### config.mk
export PLATFORM = sky130hd
export DESIGN_NAME = fetch_unit_flat
export DESIGN_NICKNAME = d
export VERILOG_FILES = /design/src/rtl/cpu_pkg.sv /design/src/rtl/fetch_unit_if.sv /design/src/rtl/fetch_unit_queue.sv /design/src/rtl/fetch_unit.sv /design/src/flat_wrapper.sv
export SDC_FILE = /design/constraint.sdc
export NUM_CORES = 1
export LEC_CHECK = 0
export ABC_AREA = 0
export CAP_MARGIN = 20
export CORE_MARGIN = 2
export CORE_UTILIZATION = 49
export DETAILED_ROUTE_END_ITERATION = 6
export PLACE_DENSITY = 0.88
export SETUP_SLACK_MARGIN = 0.3
export SKIP_LAST_GASP = 1
export SLEW_MARGIN = 20
export SYNTH_ARGS = -nofsm -noshare
export SYNTH_HDL_FRONTEND = slang
export SYNTH_SLANG_ARGS = --single-unit
### constraint.sdc
create_clock -name clk -period 6.3 [get_ports clk]
set_input_delay 1.26 -clock clk [delete_from_list [all_inputs] [get_ports clk]]
set_output_delay 1.26 -clock clk [all_outputs]
set_load 0.02 [all_outputs]
### src/rtl/cpu_pkg.sv
// Shared CPU front-end types: datapath widths, PC increment and the fetch-queue entry.
package cpu_pkg;
  localparam int XLEN   = 32;
  localparam int INST_W = 32;
  localparam logic [XLEN-1:0] PC_STEP = 32'd4;

  typedef struct packed {
    logic [XLEN-1:0]   pc;
    logic [INST_W-1:0] inst;
  } fq_entry_t;
endpackage

### src/rtl/fetch_unit_if.sv
// Fetch-to-decode handshake: valid/ready plus the head instruction word, its address and address+4.
interface fetch_unit_if;
  import cpu_pkg::*;
  logic              id_valid;
  logic              id_ready;
  logic [INST_W-1:0] id_inst;
  logic [XLEN-1:0]   id_pc;
  logic [XLEN-1:0]   id_pc_plus4;

  modport master (output id_valid, id_inst, id_pc, id_pc_plus4, input id_ready);
  modport slave  (input id_valid, id_inst, id_pc, id_pc_plus4, output id_ready);
endinterface

### src/rtl/fetch_unit_queue.sv
// Circular FIFO of fetched {pc, inst}; head is registered and reads as zero when empty.
// Flush has priority over push and pop; push and pop together leave the count unchanged.
module fetch_queue
  import cpu_pkg::*;
#(
  parameter int DEPTH = 2
) (
  input  logic                         i_clk,
  input  logic                         i_rst_n,
  input  logic                         i_flush,
  input  logic                         i_push,
  input  fq_entry_t                    i_push_dat,
  input  logic                         i_pop,
  output fq_entry_t                    o_head,
  output logic [$clog2(DEPTH+1)-1:0]   o_count
);
  localparam int PTR_W = (DEPTH > 1) ? $clog2(DEPTH) : 1;
  localparam int CNT_W = $clog2(DEPTH+1);

  fq_entry_t          r_mem [DEPTH];
  logic [PTR_W-1:0]   r_wr_ptr;
  logic [PTR_W-1:0]   r_rd_ptr;
  logic [CNT_W-1:0]   r_count;
  logic [PTR_W-1:0]   w_wr_nxt;
  logic [PTR_W-1:0]   w_rd_nxt;

  // Explicit wrap so non-power-of-two depths stay in range.
  assign w_wr_nxt = (r_wr_ptr == PTR_W'(DEPTH-1)) ? '0 : r_wr_ptr + PTR_W'(1);
  assign w_rd_nxt = (r_rd_ptr == PTR_W'(DEPTH-1)) ? '0 : r_rd_ptr + PTR_W'(1);

  always_ff @(posedge i_clk) begin
    if (i_push && !i_flush) begin
      r_mem[r_wr_ptr] <= i_push_dat;
    end
  end

  always_ff @(posedge i_clk) begin
    if (!i_rst_n || i_flush) begin
      r_wr_ptr <= '0;
      r_rd_ptr <= '0;
      r_count  <= '0;
    end else begin
      if (i_push) r_wr_ptr <= w_wr_nxt;
      if (i_pop)  r_rd_ptr <= w_rd_nxt;
      case ({i_push, i_pop})
        2'b10:   r_count <= r_count + CNT_W'(1);
        2'b01:   r_count <= r_count - CNT_W'(1);
        default: r_count <= r_count;
      endcase
    end
  end

  assign o_head  = (r_count != '0) ? r_mem[r_rd_ptr] : '0;
  assign o_count = r_count;
endmodule

### src/rtl/fetch_unit.sv
// Fetch stage: PC register, instruction-memory request and a decoupling queue toward decode; one-cycle fetch-to-decode latency.
// Stalls when the queue is full and decode is not ready; redirect flushes the queue. Macro FETCH_MISALIGN_TRAP_EN enables the misaligned-redirect trap.
module fetch_unit
  import cpu_pkg::*;
#(
  parameter logic [XLEN-1:0] RESET_PC = 32'h0000_0000,
  parameter int              FQ_DEPTH = 2
) (
  input  logic              clk,
  input  logic              rst_n,
  output logic [XLEN-1:0]   imem_pc,
  input  logic [INST_W-1:0] imem_inst,
  input  logic              redirect_valid,
  input  logic [XLEN-1:0]   redirect_pc,
  output logic              fetch_misalign,
  fetch_unit_if.master      id_if
);
  localparam int CNT_W = $clog2(FQ_DEPTH+1);

  logic [XLEN-1:0]  r_pc;
  logic [XLEN-1:0]  w_redirect_tgt;
  logic             w_halted;
  logic             w_deq;
  logic             w_fire;
  logic             w_full;
  logic [CNT_W-1:0] w_count;
  fq_entry_t        w_push_dat;
  fq_entry_t        w_head;

`ifdef FETCH_MISALIGN_TRAP_EN
  logic r_halted;
  logic r_misalign;

  // Any redirect re-evaluates alignment, so an aligned target clears the trap.
  always_ff @(posedge clk) begin
    if (!rst_n) begin
      r_halted   <= 1'b0;
      r_misalign <= 1'b0;
    end else if (redirect_valid) begin
      r_halted   <= |redirect_pc[1:0];
      r_misalign <= |redirect_pc[1:0];
    end
  end

  assign w_redirect_tgt = redirect_pc;
  assign w_halted       = r_halted;
  assign fetch_misalign = r_misalign;
`else
  assign w_redirect_tgt = redirect_pc & ~32'h3;
  assign w_halted       = 1'b0;
  assign fetch_misalign = 1'b0;
`endif

  assign w_full = (w_count == CNT_W'(FQ_DEPTH));
  assign w_deq  = id_if.id_valid & id_if.id_ready;
  assign w_fire = rst_n & ~redirect_valid & ~w_halted & (~w_full | w_deq);

  always_ff @(posedge clk) begin
    if (!rst_n) begin
      r_pc <= RESET_PC;
    end else if (redirect_valid) begin
      r_pc <= w_redirect_tgt;
    end else if (w_fire) begin
      r_pc <= r_pc + PC_STEP;
    end
  end

  assign imem_pc         = r_pc;
  assign w_push_dat.pc   = r_pc;
  assign w_push_dat.inst = imem_inst;

  fetch_queue #(.DEPTH(FQ_DEPTH)) u_queue (
    .i_clk      (clk),
    .i_rst_n    (rst_n),
    .i_flush    (redirect_valid),
    .i_push     (w_fire),
    .i_push_dat (w_push_dat),
    .i_pop      (w_deq & ~redirect_valid),
    .o_head     (w_head),
    .o_count    (w_count)
  );

  assign id_if.id_valid    = (w_count != '0);
  assign id_if.id_inst     = w_head.inst;
  assign id_if.id_pc       = w_head.pc;
  assign id_if.id_pc_plus4 = id_if.id_valid ? w_head.pc + PC_STEP : '0;
endmodule

### src/flat_wrapper.sv
// flat-port wrapper written by rule: the top's interface ports become plain ports
module fetch_unit_flat import cpu_pkg::*;
#(
  parameter logic [XLEN-1:0] RESET_PC = 32'h0000_0000,
  parameter int              FQ_DEPTH = 2
)
  (clk, rst_n, imem_pc, imem_inst, redirect_valid, redirect_pc, fetch_misalign, id_if_id_valid, id_if_id_inst, id_if_id_pc, id_if_id_pc_plus4, id_if_id_ready);
  fetch_unit_if id_if_i ();
  input  logic clk;
  input  logic rst_n;
  output logic [XLEN-1:0] imem_pc;
  input  logic [INST_W-1:0] imem_inst;
  input  logic redirect_valid;
  input  logic [XLEN-1:0] redirect_pc;
  output logic fetch_misalign;
  output wire logic [$bits(id_if_i.id_valid)-1:0] id_if_id_valid;
  output wire logic [$bits(id_if_i.id_inst)-1:0] id_if_id_inst;
  output wire logic [$bits(id_if_i.id_pc)-1:0] id_if_id_pc;
  output wire logic [$bits(id_if_i.id_pc_plus4)-1:0] id_if_id_pc_plus4;
  input wire logic [$bits(id_if_i.id_ready)-1:0] id_if_id_ready;
  assign id_if_id_valid = id_if_i.id_valid;
  assign id_if_id_inst = id_if_i.id_inst;
  assign id_if_id_pc = id_if_i.id_pc;
  assign id_if_id_pc_plus4 = id_if_i.id_pc_plus4;
  assign id_if_i.id_ready = id_if_id_ready;
  fetch_unit #(.RESET_PC(RESET_PC), .FQ_DEPTH(FQ_DEPTH)) u_core (.clk(clk), .rst_n(rst_n), .imem_pc(imem_pc), .imem_inst(imem_inst), .redirect_valid(redirect_valid), .redirect_pc(redirect_pc), .fetch_misalign(fetch_misalign), .id_if(id_if_i));
endmodule
==> results of run 1 <==
[Yosys cell counts (2+ instances only)]
library cell    n
a211oi_2        4
a21oi_1        22
and2_1          6
and3_1          5
and4_1          4
buf_2          18
buf_4           8
buf_6           2
clkbuf_1       12
dfxtp_1        35
edfxtp_1      124
ha_1            3
inv_1          10
mux2i_1        61
nand2_1        37
nand2b_1        4
nand3_1        20
nand3_2         2
nand3b_1        9
nand4_1        13
nand4b_1        2
nor2_1         71
nor2_2          6
nor2b_1         2
nor3_1         13
nor3b_1         2
nor4_1          8
nor4_2         12
o211a_1         7
o21ai_0        20
o311a_1         2
o31ai_1         2
or3_1           3
or4_1           2
xnor2_1        29
xor2_1         23
[critical path, stage by stage, from the launching register on]
cell and delay, ns:
dfxtp_4 0.76, buf_4 0.62, mux2i_1 0.20, nor2_2 0.21, nand4_1 0.49, nor4_1 0.46, mux2_2 0.37, clkdlybuf4s50_1 0.55
[registers in the layout, indices dropped and copies added, names as in the netlist, named ones only]
| name | cells |
|---|---|
| u_core.imem_pc | 30 |
| u_core.u_queue.r_wr_ptr | 1 |
| u_core.u_queue.o_count | 2 |
| u_core.u_queue.r_mem | 124 |
| u_core.u_queue.r_rd_ptr | 1 |
[cell type report]
| cell class | instances | area, sq um |
|---|---|---|
| inverter | 10 | 37.5 |
| sequential | 159 | 4430 |
| fill | 1112 | 5000 |
| multi-input combinational | 419 | 2880 |
| tap | 188 | 235 |
| clock inverter | 14 | 144 |
| timing repair buffer | 195 | 1930 |
| clock buffer | 18 | 429 |
[cells by family after synthesis]
group	share of synthesized area
AOI/OAI and AO/OA	0.0589
xor gates and xnor gates	0.0605
adders and majority gates	0.00499
buffers and inverters	0.0339
DFF	0.588
muxes	0.0841
other	0.000498
and+or+nand+nor	0.169
[cells in the final DEF (no fill, tap or decap), types with 12 or more instances in the layout]
cell type        count
nor4_2              12
nand3_1             20
xor2_1              23
a21oi_1             22
dfxtp_1             34
xnor2_1             29
edfxtp_1           124
nand2_1             37
nand4_1             13
mux2i_1             61
o21ai_0             20
clkbuf_16           17
nor2_1              70
nor3_1              13
clkdlybuf4s50_1    188
[worst max path at each step]
stage | slack (ns) | to | from | depth (start not counted)
after CTS | 0.90 | id_if_id_pc_plus4[30] | flip-flop | 7
final | 0.94 | id_if_id_pc_plus4[30] | flip-flop | 7
after floorplan | 1.42 | u_core.u_queue.r_mem[0][0] | redirect_valid | 6
after global placement | 1.44 | id_if_id_pc_plus4[30] | flip-flop | 7
after global routing | 0.74 | id_if_id_pc_plus4[30] | flip-flop | 7
after detailed placement | 1.35 | id_if_id_pc_plus4[30] | flip-flop | 7
[metal layers]
metal  routed length [um]  up-vias  track usage
li1                     -     2643            -
met1                 7770     2658        0.289
met2                 8420      214        0.348
met3                 1160       29       0.0513
met4                  285        0       0.0666
met5                    0        -            0
[through the flow]
| step | hold WS, ns | area [sq um] | cells | setup WS [ns] |
|---|---|---|---|---|
| after floorplan | 0.472 | 7550 | 628 | 1.42 |
| after global placement | 0.485 | 9520 | 971 | 1.44 |
| after detailed placement | 0.500 | 9520 | 971 | 1.35 |
| after CTS | 0.515 | 10100 | 1003 | 0.905 |
| after global routing | 0.525 | 10100 | 1003 | 0.737 |
| final | 0.515 | 10100 | 1003 | 0.935 |
[power by group through the flow]
stage          clock network (mW)  registers, mW  logic (mW)
2_1_floorplan                   0           1.24       0.115
3_3_place_gp                    0           1.23       0.246
3_5_place_dp                    0           1.24       0.250
4_1_cts                     0.998           1.21       0.252
5_1_grt                      1.04           1.22       0.268
6_report                    0.985           1.22       0.251
==> flow_summary.yaml, run 1 <==
logic_synthesis:
  syn_area_per_cell_sq_um: 12.1
  synth_top_area_cell: "edfxtp_1"
  netlist.area_leader.share: 0.495
  synth_seq_cells: 159
  synth-edff-count: 124
  syn_inst: 622
  syn_area_sq_mm: 0.00753
  ys_warn_count: 0
  ys_async_sr_fraction: 0
  yosysSeqAreaShare: 0.588
  synthTopCellsByArea: "edfxtp_1 49%, dfxtp_1 9.3%, mux2i_1 8.1%"
  synthFlopType: "edfxtp_1"
  yosysUniqueCellTypes: 55
layout:
  antennaDiodeCount: 0
  drive_gt1_frac: 0.0883
  final_util: 0.669
  fin_nets: 873
  syn2layout_area_growth_pct: 34.1
critical_path:
  path_max_fanout: 43
  reg2regPathDepth: 3
  r2r_start: "u_core.u_queue.o_count[0]"
  r2r-end: "u_core.u_queue.r_mem[1][10]"
  cp_data_arrival_time_ns: 4.10
  critPathKind: "reg -> out"
  startpoint_type: "flip-flop"
  r2r_slack_ns: 3.86
  end_kind: "output port"
  crit_required_ns: 5.04
pwr:
  powerDensity_mw_per_mm2: 243
  power.switching_mw: 0.596
  peakVddDrop_mv: 0.195
  switching_share: 0.243
  p_leak_nw: 3.33
  combinationalPowerShare: 0.102
  pwr-share-seq: 0.496
  internal-power_mw: 1.85
  power_mw: 2.45
  pwr-share-clk: 0.402
hold_path:
  min_path_type: "reg -> reg"
  hold_start: "u_core.imem_pc[31]"
  holdPathEnd: "u_core.u_queue.r_mem[1][63]"
  whs_path_depth: 0
timing:
  relSlewSlack: 0.521
  tightestPinTransition_ns: 0.716
  finalHoldViolCount: 0
  fmax_mhz: 186
  period_share: 0.852
  setup_viol: 0
  fin_tns_setup_ns: 0
  grt_setup_unrepaired: "false"
  skew_ns: 0.00933
  finalCriticalPeriod_ns: 5.36
  final_max_slew_viol_count: 0
die:
  chipWidth_um: 128
  core_sq_mm: 0.0151
  top_level_ports: 198
  row_count: 45
  die_y_um: 128
  dieArea_sq_mm: 0.0164
  start_util: 0.499
clocking:
  clkTransAtPathRegs_ns: 0.06
  cts_hold_buffers: 0
  cts-root-buf: "clkbuf_16"
  cts_buffers: 17
  postCtsSetupBuffers: 0
  cts_sinks: 159
  tritoncts: "done"
  htreeDepth: 4
  ctsResizeCount: 0
  cts_max_path_buffers: 2
  clk_latency_ns: 0.42
global_routing:
  track_usage: 0.215
  grt_pass1_wl_mm: 26.9
  grt_max_degree: 52
  first_global_vias: 5152
  grt_overflow: 0
  antenna_found_initial: 0
routing:
  drt_iter0_markers: 370
  wl_per_cell_um: 17.6
  routed_wl_mm: 17.6
  ant_nets: 0
  firstDrtPassIters: 5
  via_per_inst: 5.53
  drc: 0
  vias: 5544
place:
  gp_congestion: 0.840
  dp_hpwl_mm: 12.4
  portBuffers: 188
status:
  outcome: "finished clean"
run:
  max_cap_viol_count: 0
Power figures use the tool's default switching activity.
==> inputs of run 2 (changes only) <==
--- a/config.mk
+++ b/config.mk
@@ -5,7 +5,6 @@
 export SDC_FILE = /design/constraint.sdc
 export NUM_CORES = 1
 export LEC_CHECK = 0
-export ABC_AREA = 0
 export CAP_MARGIN = 20
 export CORE_MARGIN = 2
 export CORE_UTILIZATION = 49
==> results of run 2 <==
Same layout as run 1: the final DEF is identical, and so are final timing and power.
